### src/rtl/hermes_route_ctrl.sv
// hermes_route_ctrl: routing/arbitration controller for one 5-port Hermes router.
// It arbitrates the header requests round-robin, picks the output port by
// XY or YX dimension-order routing, programs the crossbar selects, tracks
// which outputs are busy and flags inputs that keep losing to busy outputs.
// Optional build macro HERMES_FORCE_IO_EN: a head flit with its MSB set can
// name the output port directly in bits [FLIT_SIZE-2:FLIT_SIZE-4].
module hermes_route_ctrl #(
    parameter int                  ADDR_W    = 8,
    parameter logic [2*ADDR_W-1:0] ADDRESS   = '0,
    parameter int                  FLIT_SIZE = 32,
    parameter bit                  ROUTE_YX  = 1'b0,
    parameter int                  STALL_MAX = 4,
    localparam int                 NPORT     = 5
) (
    input  logic                             clk_i,
    input  logic                             rst_i,
    input  logic [NPORT-1:0]                 req_i,
    input  logic [NPORT-1:0]                 sending_i,
    input  logic [NPORT-1:0][FLIT_SIZE-1:0]  data_i,
    output logic [NPORT-1:0]                 ack_o,
    output logic [NPORT-1:0]                 free_o,
    output logic [NPORT-1:0][2:0]            inport_o,
    output logic [NPORT-1:0][2:0]            outport_o,
    output logic [NPORT-1:0]                 stall_o
);

    localparam logic [2:0] P_EAST  = 3'd0;
    localparam logic [2:0] P_WEST  = 3'd1;
    localparam logic [2:0] P_NORTH = 3'd2;
    localparam logic [2:0] P_SOUTH = 3'd3;
    localparam logic [2:0] P_LOCAL = 3'd4;

    localparam logic [ADDR_W-1:0] AX = ADDRESS[2*ADDR_W-1:ADDR_W];
    localparam logic [ADDR_W-1:0] AY = ADDRESS[ADDR_W-1:0];

    typedef enum logic [1:0] {S_WAIT, S_ARBIT, S_ROUTE, S_ACK} state_t;

    state_t                  r_state, w_state_nxt;
    logic [2:0]              r_sel, w_sel_nxt, w_arb, w_dir;
    logic                    w_found;
    logic [NPORT-1:0]        r_free, r_send, w_release;
    logic [NPORT-1:0][2:0]   r_inport, r_outport;
    logic [NPORT-1:0]        r_stall;
    logic                    w_claim, w_fail;
    logic [ADDR_W-1:0]       w_tx, w_ty;
    logic                    w_unused;

    // Wrap a port index that ran past LOCAL back to EAST.
    function automatic logic [2:0] f_wrap(input int v);
        return (v >= NPORT) ? 3'(v - NPORT) : 3'(v);
    endfunction

    assign w_tx     = data_i[r_sel][2*ADDR_W-1:ADDR_W];
    assign w_ty     = data_i[r_sel][ADDR_W-1:0];
    assign w_unused = ^data_i;

    // Round-robin search starting after the last selected port, sel itself last.
    always_comb begin
        w_found = 1'b0;
        w_arb   = r_sel;
        for (int k = 1; k <= NPORT; k++) begin
            if (!w_found && req_i[f_wrap(int'(r_sel) + k)]) begin
                w_found = 1'b1;
                w_arb   = f_wrap(int'(r_sel) + k);
            end
        end
    end

    // Dimension-order route of the selected head flit, optional forced port.
    always_comb begin
        w_dir = P_LOCAL;
        if (ROUTE_YX) begin
            if (w_ty != AY)      w_dir = (w_ty > AY) ? P_NORTH : P_SOUTH;
            else if (w_tx != AX) w_dir = (w_tx > AX) ? P_EAST  : P_WEST;
        end else begin
            if (w_tx != AX)      w_dir = (w_tx > AX) ? P_EAST  : P_WEST;
            else if (w_ty != AY) w_dir = (w_ty > AY) ? P_NORTH : P_SOUTH;
        end
`ifdef HERMES_FORCE_IO_EN
        // Forced codes 5..7 name no port, so normal routing stands.
        if (data_i[r_sel][FLIT_SIZE-1] && (data_i[r_sel][FLIT_SIZE-2 -: 3] < 3'd5))
            w_dir = data_i[r_sel][FLIT_SIZE-2 -: 3];
`endif
    end

    assign w_claim   = (r_state == S_ROUTE) && req_i[r_sel] &&  r_free[w_dir];
    assign w_fail    = (r_state == S_ROUTE) && req_i[r_sel] && !r_free[w_dir];
    assign w_release = r_send & ~sending_i;

    // Next-state logic of the arbitration FSM.
    always_comb begin
        w_state_nxt = r_state;
        w_sel_nxt   = r_sel;
        case (r_state)
            S_WAIT:  if (|req_i) w_state_nxt = S_ARBIT;
            S_ARBIT: begin
                w_sel_nxt   = w_arb;
                w_state_nxt = S_ROUTE;
            end
            S_ROUTE: begin
                if (!req_i[r_sel])      w_state_nxt = S_WAIT;
                else if (r_free[w_dir]) w_state_nxt = S_ACK;
                else                    w_state_nxt = S_ARBIT;
            end
            S_ACK:   w_state_nxt = S_WAIT;
            default: w_state_nxt = S_WAIT;
        endcase
    end

    // FSM state and selected input register.
    always_ff @(posedge clk_i) begin
        if (rst_i) begin
            r_state <= S_WAIT;
            r_sel   <= P_EAST;
        end else begin
            r_state <= w_state_nxt;
            r_sel   <= w_sel_nxt;
        end
    end

    // Crossbar programming and output occupancy; a claim needs a free port,
    // so it never collides with a release of the same port.
    always_ff @(posedge clk_i) begin
        if (rst_i) begin
            r_free    <= '1;
            r_send    <= '0;
            r_inport  <= '0;
            r_outport <= '0;
        end else begin
            r_send <= sending_i;
            r_free <= r_free | w_release;
            if (w_claim) begin
                r_free[w_dir]    <= 1'b0;
                r_outport[r_sel] <= w_dir;
                r_inport[w_dir]  <= r_sel;
            end
        end
    end

    generate
        if (STALL_MAX > 0) begin : g_stall
            localparam int CW = $clog2(STALL_MAX + 1);
            logic [NPORT-1:0][CW-1:0] r_cnt, w_cnt_nxt;

            // Per-input count of consecutive failed route attempts.
            always_comb begin
                w_cnt_nxt = r_cnt;
                for (int i = 0; i < NPORT; i++) begin
                    if (!req_i[i] || (w_claim && r_sel == 3'(i)))
                        w_cnt_nxt[i] = '0;
                    else if (w_fail && r_sel == 3'(i) && r_cnt[i] != CW'(STALL_MAX))
                        w_cnt_nxt[i] = r_cnt[i] + 1'b1;
                end
            end

            // Counters and the registered starvation flags.
            always_ff @(posedge clk_i) begin
                if (rst_i) begin
                    r_cnt   <= '0;
                    r_stall <= '0;
                end else begin
                    r_cnt <= w_cnt_nxt;
                    for (int i = 0; i < NPORT; i++)
                        r_stall[i] <= (w_cnt_nxt[i] == CW'(STALL_MAX));
                end
            end
        end else begin : g_nostall
            // Stall tracking disabled: flags stay low.
            always_ff @(posedge clk_i) begin
                r_stall <= '0;
            end
        end
    endgenerate

    assign ack_o     = (r_state == S_ACK) ? (NPORT'(1) << r_sel) : '0;
    assign free_o    = r_free;
    assign inport_o  = r_inport;
    assign outport_o = r_outport;
    assign stall_o   = r_stall;

endmodule

### config.mk
export PLATFORM = sky130hd
export DESIGN_NAME = hermes_route_ctrl
export DESIGN_NICKNAME = d
export VERILOG_FILES = /design/src/rtl/hermes_route_ctrl.sv
export SDC_FILE = /design/constraint.sdc
export NUM_CORES = 1
export LEC_CHECK = 0
export BUFFER_PORTS_ARGS = -buffer_cell sky130_fd_sc_hd__buf_4
export CAP_MARGIN = 40
export CORE_ASPECT_RATIO = 1.25
export CORE_MARGIN = 8
export CORE_UTILIZATION = 49
export DETAILED_ROUTE_END_ITERATION = 7
export PLACE_DENSITY = 0.84
export SYNTH_ARGS = -nofsm -noshare
export SYNTH_HDL_FRONTEND = slang
export SYNTH_SLANG_ARGS = --single-unit
### constraint.sdc
create_clock -name clk_i -period 5.3 [get_ports clk_i]
set_input_delay 0.53 -clock clk_i [delete_from_list [all_inputs] [get_ports clk_i]]
set_output_delay 0.53 -clock clk_i [all_outputs]
set_load 0.01 [all_outputs]
## After elaboration in Yosys (flattened, before gate mapping)

Index checks and enable logic that the tools add are counted.

- Bits of input ports: 172
- Flip-flop bits (word level): 65
- Word-level logic and storage cells: 179

- Order comparisons: 16
- Shifts and indexed selects: 1
- Muxes and demuxes: 58
- Add/sub/neg operators: 15
- Reduce and logical (&&, ||, !) cells: 46
- Equality and inequality tests: 18
- Bitwise gates (word level): 5

Operators by type and width:

| kind | number |
|---|---|
| 32-bit binary-select mux with 3-bit select | 1 |
| 3-bit 2-to-1 mux | 24 |
| 15-bit bitwise mux | 2 |
| 3-bit by 4-bit less-than comparator with 1-bit output, second input constant | 7 |
| 1-bit logical AND | 24 |
| 1-bit binary-select mux with 3-bit select | 7 |
| 4-bit by 3-bit >= comparator with 1-bit output, second input constant | 5 |
| 3-bit demux with 3-bit select | 2 |
| 3-bit == test, second input constant | 6 |
| 8-bit by 1-bit > comparator with 1-bit output, second input constant | 2 |
| 16-bit 2-to-1 mux | 1 |
| 8-bit nonzero test | 2 |
| 3-bit by 1-bit adder with 3-bit output, second input constant | 5 |
| 3-bit != test, second input constant | 5 |
| 3-bit subtractor, second input constant | 5 |
| 1-bit 2-to-1 mux | 14 |
| 5-bit bitwise AND | 2 |
| 1-bit zero test | 10 |
| 5-bit 2-to-1 mux | 2 |
| 5-bit inverter | 2 |
| 3-bit by 2-bit adder with 4-bit output, second input constant | 2 |
| 3-bit by 3-bit adder with 4-bit output, second input constant | 2 |
| 2-bit one-hot mux with 4 select lines | 1 |
| 3-bit by 2-bit == test with 1-bit output, second input constant | 2 |
| 16 further kinds | 24 |

## Depth between registers and ports, before layout

- Depth after elaboration: 19
- Gate-level depth with buffers: 14
- Gate-level depth less buffers: 12

## Worst setup path after synthesis

OpenSTA, ideal clock, no wires.

- Path kind: reg2reg
- Start point: register r_sel[0]
- End point: register r_sel[2]
- Setup time: 0.114 ns
- Stages on the path, launching flop included: 15
- Path buffers: 2
- Path slack: 2.054 ns
- Arrival: 3.132 ns
- Cell sequence: dfxtp_1 > buf_6 > inv_2 > buf_2 > ha_1 > inv_1 > fa_1 > a21oi_2 > mux2_2 > o22ai_1 > nor2_1 > a211oi_1 > o221ai_1 > o2111a_1 > a2111oi_0

- Cells in the longest elaborated chain, start to end: 19
- Elaborated cells on any way between the ends: 49
- Those cells by class: add/sub: 10; order compare: 5; mux: 24; reduce/logical: 10

Ends and longest elaborated chain:

| element | line | text |
|---|---|---|
| start: declaration | 39 | `logic [2:0] r_sel, w_sel_nxt, w_arb, w_dir;` |
| start signal: assignment | 117 | `r_sel <= w_sel_nxt;` |
| 3-bit by 1-bit adder with 4-bit output | 62, 64 |  |
| 4-bit by 3-bit >= comparator with 1-bit output / 3-bit subtractor (equally long branches) | 50 | `return (v >= NPORT) ? 3'(v - NPORT) : 3'(v);` |
| 3-bit 2-to-1 mux | 50 |  |
| 1-bit binary-select mux with 3-bit select | 62 | `if (!w_found && req_i[f_wrap(int'(r_sel) + k)]) begin` |
| 1-bit 2-to-1 mux (implied by the code) | 62 |  |
| 1-bit 2-to-1 mux | 62 |  |
| 1-bit zero test | 62 |  |
| 1-bit logical AND | 62 |  |
| [... 3 more ...] | -- |  |
| 1-bit 2-to-1 mux | 62 |  |
| 1-bit zero test | 62 |  |
| 1-bit logical AND | 62 |  |
| 1-bit 2-to-1 mux | 62 |  |
| 1-bit zero test | 62 |  |
| 1-bit logical AND | 62 |  |
| 5-bit nonzero test (no line) | -- |  |
| 2-bit AND reduction (no line) | -- |  |

Parallel ways exist; a longest one is shown, timed or not. The select of a mux whose other input is x is not followed.
A chain may end at the register's enable or synchronous reset.

## Worst setup path in the final report

- Start point: register r_sel[1]
- End point: register r_sel[2]

The elaborated chain is that of the path after synthesis.

==> PnR_summary.wiki <==
{| class="wikitable"
! Metric !! Value
|-
| Outcome || finished clean
|-
| Total design power || 1.99 mW
|-
| Cells taking the most area after synthesis || sky130_fd_sc_hd__dfxtp_1 27%, sky130_fd_sc_hd__mux2i_1 7.6%, sky130_fd_sc_hd__ha_1 7.3%
|-
| Largest vdd supply drop || 201 uV
|-
| Antenna violations before repair || 0
|-
| Tightest Pin Transition || 0.718 ns
|-
| Number of instances on the worst hold path || 2
|-
| Commonest non-fill, non-tap cell in the layout || sky130_fd_sc_hd__buf_4
|-
| Number of buffers inserted to repair setup after CTS || 0
|-
| Combinational share of power || 65.2%
|-
| Number of maximum-capacitance constraint violations || 0
|-
| Total CTS buffers || 5
|-
| Most frequently used flop master after synthesis || sky130_fd_sc_hd__dfxtp_1
|-
| Clk pwr share || 12.5%
|-
| Synthesized area divided by synthesized cell count || 8.37 um^2
|-
| Shortest period the worst path allows || 3.85 ns
|-
| Post-synth ARST share || 0%
|-
| Startpoint of the lowest-slack hold path || sending_i[3]
|-
| Fill cell instance count of the final layout || 673
|-
| # port buffers || 125
|-
| Post-route core utilization || 63.6%
|-
| Area post-placement || 0.00489 mm^2
|-
| Portion of the clock cycle consumed by the worst path in the final layout || 72.6%
|-
| Most frequent cells in the layout || 130 x sky130_fd_sc_hd__buf_4, 54 x sky130_fd_sc_hd__dfxtp_1, 44 x sky130_fd_sc_hd__nor2_1
|-
| Initial DRC Count || 241
|-
| Height of the die || 116 um
|-
| Critical path arrival || 4.03 ns
|-
| Cell at the root of the clock tree || sky130_fd_sc_hd__clkbuf_8
|-
| Placed Cells || 676
|-
| F_max || 0.260 GHz
|-
| Routed wirelength normalized by instance count || 17.6 um
|-
| Overall die area || 0.0112 mm^2
|-
| Share of final-layout standard cells stronger than drive strength 1 || 27.0%
|-
| Worst min path class || in2reg
|-
| Total count of max-transition violations in the final report || 0
|-
| Post-route DRC violation count || 0
|-
| Yosys top cell area share || 27.3%
|-
| Synthesized area || 0.00396 mm^2
|-
| Switching power || 0.917 mW
|-
| Capture instance of the worst register-to-register path || r_sel[2]
|-
| GR met2 Demand/Resource || 38.1%
|-
| Aggregate global-route resource usage || 21.3%
|-
| Number of register bits inferred by synthesis || 54
|-
| Cell Int Power || 1.07 mW
|-
| Number of hold violations in the final report || 0
|-
| Count of cell types in the netlist || 71
|-
| Starting density of the core || 50.5%
|-
| Worst path most repeated cell || sky130_fd_sc_hd__buf_4
|-
| Max Root-Sink Buffers || 2
|-
| Area Overhead vs Synth || 25.8%
|-
| Number of gates resized after cts || 0
|-
| Sequential fraction of design power || 22.3%
|-
| Element type at the critical path end || flop
|-
| First drt pass iteration count || 4
|-
| Total congestion overflow || 0
|-
| Post-Syn Instances || 473
|-
| Ordered cell list for the critical path || buf_4 -> inv_1 -> buf_4 -> ha_1 -> mux2i_1 -> a221oi_1 -> o21ai_0 -> nor3b_2 -> and2b_1 -> nand2b_1 -> o2111a_1 -> a2111oi_0
|-
| Average vias per placed instance || 5.82
|-
| Worst clock skew || 0.0138 ns
|-
| Total of hold buffers inserted after clock tree synthesis || 0
|-
| Worst relative slew slack || 51.8%
|-
| Met3 global-route usage || 7.20%
|-
| Number of vias after detailed routing || 3979
|-
| Worst reg-to-reg setup slack || 1.45 ns
|-
| FF/Latch Area || 0.00108 mm^2
|-
| Register-to-Register Path Depth || 12
|-
| Startpoint class of the critical path || flop
|-
| CTS tree || yes
|-
| Antenna Nets Post-Route || 0
|-
| Final TNS setup || 0 ns
|-
| Clock transition at the registers of the reported paths || 0.11 ns
|-
| Layer carrying the most global-route usage || met2
|-
| Maximum single-stage delay on the critical path || 0.74 ns
|-
| Global-route wire length before repair || 18900 um
|-
| Synthesis warning total || 0
|-
| GR met1 Demand/Resource || 22.0%
|-
| Setup repair after global routing missed its margin || no
|-
| Proportion of synthesized chip area in sequential cells || 27.3%
|-
| Clock insertion delay at the later pin of the skew report || 0.32 ns
|-
| Leakage dissipation || 2.12 nW
|-
| I/O pins || 217
|-
| Sinks on the clock net || 54
|-
| Antenna Diode Count || 0
|-
| Cell type with the highest aggregate area in the netlist || sky130_fd_sc_hd__dfxtp_1
|-
| Peak fanout along the critical path || 20
|-
| Multi-input gate area || 0.00263 mm^2
|-
| HPWL Detailed || 9760 um
|-
| Switching share of total power || 46.2%
|-
| Core box area || 0.00784 mm^2
|-
| FP Rows || 36
|-
| DIE WIDTH || 96.4 um
|-
| Cell area after layout || 0.00498 mm^2
|-
| Number of synthesized flops with an enable pin || 0
|-
| Setup Viol. Count Final || 0
|-
| Routability congestion estimate from global placement || 0.916
|-
| Slowest cell on crit path || sky130_fd_sc_hd__ha_1
|-
| Worst Hold Path EP || free_o[3]
|-
| Setup CP Type || reg2reg
|-
| Power per cell area || 399 mW/mm^2
|-
| Total number of H-tree levels || 2
|-
| Final Routed Wirelength || 12100 um
|-
| Worst reg2reg path startpoint || r_sel[1]
|-
| CP Data Required Time || 5.48 ns
|-
| Final net count || 784
|-
| Post-route insts no fill || 684
|-
| Pin count of the biggest net entering global routing || 43
|-
| Number of global-route vias before repair || 4062
|}
[power by group through the flow]
| stage | Combinational [mW] | Clock, mW | Sequential, mW |
|---|---|---|---|
| 6_report | 1.29 | 0.248 | 0.443 |
| 3_5_place_dp | 1.28 | 0 | 0.452 |
| 4_1_cts | 1.28 | 0.248 | 0.443 |
| 3_3_place_gp | 1.24 | 0 | 0.452 |
| 5_1_grt | 1.41 | 0.269 | 0.447 |
| 2_1_floorplan | 1.03 | 0 | 0.450 |
[kinds of logic (layout without fill, tap and decap cells)]
family                   count (synthesis)  count (layout)  share of synthesized area, %
XOR/XNOR                                19              19                          4.20
buffers and inverters                   54             160                          7.27
AND/OR/NAND/NOR                        193             193                          26.6
AO/OA/AOI/OAI                           93              93                          17.2
multiplexers                            35              35                          9.58
other                                    1              11                        0.0947
adder cells (fa/ha/maj)                 24              24                          7.78
flip-flops                              54              54                          27.3
[metal layers]
layer	routed length [um]	part of all wire, %
met1	4600	38
met2	6080	50
met3	1010	8.4
met4	371	3.1
met5	0	0
[worst max path at each step]
stage,from,endpoint,slack (ns),cells after the start
2_1_floorplan,r_sel[0],r_sel[2],2.05,14
3_3_place_gp,r_sel[1],r_sel[2],1.58,12
3_5_place_dp,r_sel[1],r_sel[2],1.56,12
4_1_cts,r_sel[1],r_sel[2],1.49,12
5_1_grt,r_sel[1],r_sel[2],1.12,12
6_report,r_sel[1],r_sel[2],1.45,12
[cell type report]
class / count / share of cell area [%]
timing repair buffer: 130 / 19.6
clock inverter: 3 / 0.528
multi-input combinational: 375 / 52.8
tap: 95 / 2.39
inverter: 22 / 1.66
sequential: 54 / 21.7
clock buffer: 5 / 1.38
[stage by stage]
step	hold slack [ns]	setup slack, ns
after global placement	0.425	1.58
after detailed placement	0.430	1.56
after global routing	0.398	1.12
after floorplan	0.415	2.05
after CTS	0.389	1.49
final	0.389	1.45
[Yosys cell counts, types with 4 or more instances]
master / n
sky130_fd_sc_hd__a21oi_1: 25
sky130_fd_sc_hd__nor2b_1: 19
sky130_fd_sc_hd__xnor2_1: 10
sky130_fd_sc_hd__dfxtp_1: 54
sky130_fd_sc_hd__a31oi_1: 5
sky130_fd_sc_hd__clkbuf_1: 5
sky130_fd_sc_hd__buf_2: 8
sky130_fd_sc_hd__nand4_1: 9
sky130_fd_sc_hd__buf_4: 16
sky130_fd_sc_hd__mux2i_1: 30
sky130_fd_sc_hd__nand3_1: 21
sky130_fd_sc_hd__nor2_1: 44
sky130_fd_sc_hd__a211oi_1: 4
sky130_fd_sc_hd__ha_1: 23
sky130_fd_sc_hd__and2_1: 7
sky130_fd_sc_hd__and3_1: 4
sky130_fd_sc_hd__nand2_1: 23
sky130_fd_sc_hd__xor2_1: 9
sky130_fd_sc_hd__nand2b_1: 12
sky130_fd_sc_hd__nor4_1: 20
sky130_fd_sc_hd__o21ai_0: 11
sky130_fd_sc_hd__inv_1: 21
sky130_fd_sc_hd__nor3b_1: 5
sky130_fd_sc_hd__nor3_1: 13
[flip-flops by register name, indices dropped and copies added, names as in the netlist]
register and cells:
g_stall.r_cnt 15, free_o 5, r_sel 3, r_send 5, r_state 2, inport_o 9, stall_o 5, outport_o 10
[critical path, delay by kind of cell (launching register included)]
kind / cells / cell delay [ns]
AO/OA/AOI/OAI: 4 / 1.17
adder cells (fa/ha/maj): 1 / 0.74
buffers and inverters: 3 / 0.52
flip-flops: 1 / 0.32
multiplexers: 1 / 0.26
AND/OR/NAND/NOR: 3 / 0.68
Note: power is estimated with default switching activity, not from simulation.
